==> config.mk <==
export PLATFORM = sky130hd
export DESIGN_NAME = aer_event_fifo
export DESIGN_NICKNAME = d
export VERILOG_FILES = /design/src/rtl/aer_event_fifo.sv
export SDC_FILE = /design/constraint.sdc
export NUM_CORES = 1
export LEC_CHECK = 0
export CORE_MARGIN = 8
export CORE_UTILIZATION = 54
export CTS_CLUSTER_SIZE = 10
export DETAILED_ROUTE_END_ITERATION = 8
export PLACE_DENSITY = 0.86
export SYNTH_ARGS = -nofsm -noshare
export SYNTH_HDL_FRONTEND = slang
export SYNTH_SLANG_ARGS = --single-unit
==> constraint.sdc <==
create_clock -name local_clk -period 5.3 [get_ports local_clk]
set_input_delay 1.59 -clock local_clk [delete_from_list [all_inputs] [get_ports local_clk]]
set_output_delay 1.59 -clock local_clk [all_outputs]
set_load 0.01 [all_outputs]
==> src/rtl/aer_event_fifo.sv <==
// -----------------------------------------------------------------------------
// aer_event_fifo
//   Buffers AER spike events coming out of the GALS pixel encoder and hands
//   them to the first SNN layer. Late events (time >= T_WINDOW) are dropped
//   and counted unless they carry the frame-last tag. Storage is a
//   first-word-fall-through FIFO; popping a frame-last event raises a
//   one-cycle frame_done pulse and bumps the frame counter.
//
// Ports
//   local_clk, rst_n      clock, asynchronous active-low reset
//   i_aer_req/o_aer_ack   same-cycle handshake from the encoder (ack is comb.)
//   i_aer_time/addr/last  offered event (signed time, neuron address, tag)
//   i_flush               synchronous clear of FIFO and drop counter
//   o_evt_valid/i_evt_ready  FWFT head handshake toward the SNN layer
//   o_evt_time/addr/last  head entry, zero while empty
//   o_count, o_full       occupancy
//   o_drop_cnt            saturating count of filtered events
//   o_frame_done          pulse the cycle after a frame-last pop
//   o_frame_cnt           wrapping count of completed frames
// -----------------------------------------------------------------------------
module aer_event_fifo #(
    parameter int                        VEC_LEN  = 320,
    parameter int                        ADDR_W   = $clog2(VEC_LEN),
    parameter int                        TIME_W   = 32,
    parameter int                        DEPTH    = 16,
    parameter logic signed [TIME_W-1:0]  T_WINDOW = 32'sh0000_0100,
    parameter int                        DROP_W   = 16,
    parameter int                        CNT_W    = $clog2(DEPTH) + 1
) (
    input  logic                     local_clk,
    input  logic                     rst_n,
    input  logic                     i_aer_req,
    output logic                     o_aer_ack,
    input  logic signed [TIME_W-1:0] i_aer_time,
    input  logic [ADDR_W-1:0]        i_aer_addr,
    input  logic                     i_aer_last,
    input  logic                     i_flush,
    output logic                     o_evt_valid,
    input  logic                     i_evt_ready,
    output logic signed [TIME_W-1:0] o_evt_time,
    output logic [ADDR_W-1:0]        o_evt_addr,
    output logic                     o_evt_last,
    output logic [CNT_W-1:0]         o_count,
    output logic                     o_full,
    output logic [DROP_W-1:0]        o_drop_cnt,
    output logic                     o_frame_done,
    output logic [15:0]              o_frame_cnt
);

    localparam int                PTR_W    = $clog2(DEPTH);
    localparam int                ENTRY_W  = TIME_W + ADDR_W + 1;
    localparam logic [CNT_W-1:0]  FULL_CNT = CNT_W'(DEPTH);

    logic [ENTRY_W-1:0]   r_mem [DEPTH];
    logic [PTR_W-1:0]     r_wr_ptr;
    logic [PTR_W-1:0]     r_rd_ptr;
    logic [CNT_W-1:0]     r_count;
    logic [DROP_W-1:0]    r_drop_cnt;
    logic                 r_frame_done;
    logic [15:0]          r_frame_cnt;

    logic                 w_xfer;
    logic                 w_late;
    logic                 w_store;
    logic                 w_drop;
    logic                 w_pop;
    logic [ENTRY_W-1:0]   w_head;
    logic                 w_head_last;

    // Ack is independent of req so the encoder can decide in the same cycle.
    assign o_full      = (r_count == FULL_CNT);
    assign o_aer_ack   = !o_full && !i_flush && rst_n;
    assign o_evt_valid = (r_count != '0);

    assign w_xfer  = i_aer_req && o_aer_ack;
    // Frame-last events bypass the window so frame boundaries survive.
    assign w_late  = (i_aer_time >= T_WINDOW) && !i_aer_last;
    assign w_store = w_xfer && !w_late;
    assign w_drop  = w_xfer && w_late;
    assign w_pop   = o_evt_valid && i_evt_ready;

    assign w_head      = r_mem[r_rd_ptr];
    assign w_head_last = w_head[ENTRY_W-1];

    assign o_evt_time = o_evt_valid ? $signed(w_head[TIME_W-1:0]) : '0;
    assign o_evt_addr = o_evt_valid ? w_head[TIME_W +: ADDR_W]    : '0;
    assign o_evt_last = o_evt_valid && w_head_last;

    assign o_count      = r_count;
    assign o_drop_cnt   = r_drop_cnt;
    assign o_frame_done = r_frame_done;
    assign o_frame_cnt  = r_frame_cnt;

    // Storage carries no reset; stale contents are never visible because
    // the head outputs are masked whenever the FIFO is empty.
    always_ff @(posedge local_clk) begin
        if (w_store) begin
            r_mem[r_wr_ptr] <= {i_aer_last, i_aer_addr, i_aer_time};
        end
    end

    always_ff @(posedge local_clk or negedge rst_n) begin
        if (!rst_n) begin
            r_wr_ptr     <= '0;
            r_rd_ptr     <= '0;
            r_count      <= '0;
            r_drop_cnt   <= '0;
            r_frame_done <= 1'b0;
            r_frame_cnt  <= '0;
        end else if (i_flush) begin
            // Frame count is kept across a flush; a pop this cycle is void.
            r_wr_ptr     <= '0;
            r_rd_ptr     <= '0;
            r_count      <= '0;
            r_drop_cnt   <= '0;
            r_frame_done <= 1'b0;
        end else begin
            if (w_store) begin
                r_wr_ptr <= r_wr_ptr + PTR_W'(1);
            end
            if (w_pop) begin
                r_rd_ptr <= r_rd_ptr + PTR_W'(1);
            end
            case ({w_store, w_pop})
                2'b10:   r_count <= r_count + CNT_W'(1);
                2'b01:   r_count <= r_count - CNT_W'(1);
                default: r_count <= r_count;
            endcase
            if (w_drop && (r_drop_cnt != '1)) begin
                r_drop_cnt <= r_drop_cnt + DROP_W'(1);
            end
            r_frame_done <= w_pop && w_head_last;
            if (w_pop && w_head_last) begin
                r_frame_cnt <= r_frame_cnt + 16'd1;
            end
        end
    end

endmodule
==> qor.yml <==
netlist_area_um2: 28100
drt_iter0_markers: 1400
layout-drive-gt1-share_pct: 27.5
grt_pass1_vias: 15000
synth_compound_area_share_pct: 0.756
path_clk_slew_ns: 0.05
p_leak_nw: 10.5
numCtsBuffers: 82
finalSetupViolations: 0
synthAdderAreaFrac_pct: 0.400
synthArstFlopShare_pct: 6.41
period_share_pct: 93.9
hold_violations: 0
yosysTopAreaCellShare_pct: 71.7
start_util_pct: 54.7
start_kind: "flip-flop"
clk_path_buf_depth: 3
rows: 83
grt.met1_usage_pct: 26.9
yosysUniqueCellTypes: 55
cts-resized-gates: 0
grt_max_degree: 56
drc_errors: 0
holdPathEnd: "o_frame_cnt[15]"
avgSynthCellArea_um2: 22.3
worst_slew_pin_slew_ns: 0.859
yosys.area_share.simple_pct: 3.67
synth_area_leaders: "edfxtp_1, mux4_2, dfrtp_1"
track_usage_pct: 22.5
post_drt_wl_per_cell_um: 30.4
holdPathStages: 1
crit_top_cell: "mux4_2"
use_met3_pct: 4.39
grt_overflow: 0
timing.rr.start: "r_rd_ptr[0]"
clock_sinks: 718
core_um2: 51400
gp_congestion: 0.862
fin_cells: 2199
htree_levels: 3
rsz0062_at_grt: "no"
dpl-instance-area_um2: 31000
skew_ns: 0.0316
synth_area_leader_cell: "edfxtp_1"
worstSetupPathType: "reg -> out"
worst_setup_path_end_kind: "output port"
clock_latency_ns: 0.63
synthXorXnorAreaFrac_pct: 1.18
fin_util_pct: 64.8
required_ns: 3.71
postCtsHoldBufs: 0
antenna_found_initial: 2
worst_hold_slack_ns: 0.482
crit_fanout: 23
irDropWorstVdd_mv: 0.299
grt_use_met2_pct: 39.1
status: "finished clean"
drv_cap: 0
postCtsSetupRepairBufs: 0
nNetsFinal: 1553
hold_path.class: "reg -> reg"
reg2reg_slack_ns: 2.35
yosysWarningCount: 0
path_cells: "buf_4 -> mux4_2 -> mux4_2 -> nor2b_1 -> clkdlybuf4s50_1"
dpl.hpwl_um: 37300
r2r_cells: 6
cp.arrival_ns: 3.38
design_area_um2: 33300
fp.dieW_um: 244
min_period_ns: 4.97
wl_um: 66900
ys_ff_latch: 718
cp_slowest_stage_delay_ns: 0.61
top_usage_layer: "met2"
cp_top_family: "multiplexers"
firstDrtPassIters: 5
synth_edf_count: 672
placed_cells: 2093
relSlewSlack_pct: 42.7
powerDensity_nw_per_um2: 422
yosys_most_used_dff: "edfxtp_1"
cts_root_buffer: "clkbuf_16"
max_freq_mhz: 201
syn_inst: 1263
synth_top_family_by_area: "multiplexers"
cp_slowest_cell: "mux4_2"
cts_tree: "built"
reg2reg_to: "o_frame_cnt[1]"
via_per_inst: 6.37
io_buffers: 129
synth_mux_area_share_pct: 16.9
die_h_um: 244
io_pins: 130
synth_nets: 1319
die-area_um2: 59700
min_from: "o_frame_cnt[15]"
vias: 14000
grt_pass1_wl_um: 98900
slew_viol_final: 0
ys_seq_area_share_pct: 75.8
path_buf_inv: 2
areaGrowthSynthToFinish_pct: 18.4
ant_nets: 0
registers in the layout, summed over array words and instances (netlist names):
name	count
o_frame_cnt	16
o_count	5
r_wr_ptr	4
r_mem	672
o_frame_done	1
r_rd_ptr	4
o_drop_cnt	16
where the power goes:
part / total [W] / switching [W] / internal (W)
logic: 0.00279 / 0.00133 / 0.00146
clock network: 0.00493 / 0.00208 / 0.00285
registers: 0.00635 / 0.0000907 / 0.00626
worst max-delay path by stage:
stage                         startpoint            end  depth (start not counted)
after floorplan           i_aer_time[18]    r_mem[2][0]                          5
final                        r_rd_ptr[0]  o_evt_addr[3]                          5
after global placement     i_aer_time[9]     o_count[4]                         14
after detailed placement   i_aer_time[9]     o_count[4]                         14
after global routing         r_rd_ptr[0]  o_evt_addr[3]                          5
after CTS                    r_rd_ptr[0]  o_evt_time[1]                          5
cells by family after synthesis:
family,after synthesis
buf+inv,74
mux,216
compound gates,27
fa+ha+maj,9
xor+xnor,38
simple gates,181
flops,718
synthesized netlist by cell type, drive strengths merged, types with 3 or more instances:
cell	n
and4	4
nor3	6
nand2	20
buf	30
nand3	11
mux4	207
edfxtp	672
ha	9
and3	12
and2	10
xor2	6
nand4	13
inv	10
nor4	18
xnor2	32
o21ai	4
nor2b	43
nor2	35
a211oi	3
mux2i	7
clkbuf	34
a21oi	6
dfrtp	46
metrics by stage:
| stage | total power, W | setup TNS (ns) | setup WS (ns) |
|---|---|---|---|
| 2_1_floorplan | 0.00812 | -283.15 | -1.69 |
| 3_3_place_gp | 0.00918 | 0 | 0.210 |
| 3_5_place_dp | 0.00924 | 0 | 0.145 |
| 4_1_cts | 0.0142 | 0 | 0.263 |
| 5_1_grt | 0.0145 | 0 | 0.188 |
| 6_report | 0.0141 | 0 | 0.325 |
layout by cell type, fill, tap and decap left out, types with 20 or more instances in the layout:
master,instances
edfxtp_1,672
mux4_2,207
clkdlybuf4s50_1,128
clkbuf_16,84
buf_4,55
nor2b_1,43
dfrtp_1,43
xnor2_1,32
nor2_1,30
buf_12,30
nand2_1,20
layer usage:
metal | routed length (um) | up-vias | share of wire [%]
li1 | - | 5714 | -
met1 | 23900 | 7312 | 36
met2 | 35400 | 799 | 53
met3 | 4840 | 172 | 7.2
met4 | 2820 | 2 | 4.2
met5 | 13 | - | 0.019
cell type report:
type | instances | area, um2
flip-flops and latches | 718 | 21300
multi-input cells | 471 | 6520
inverters | 10 | 38.8
clock buffers | 97 | 2150
diodes | 1 | 2.50
fillers | 3167 | 18100
repair buffers | 214 | 2300
clock inverters | 8 | 121
well taps | 680 | 851
Power figures use the tool's default switching activity.
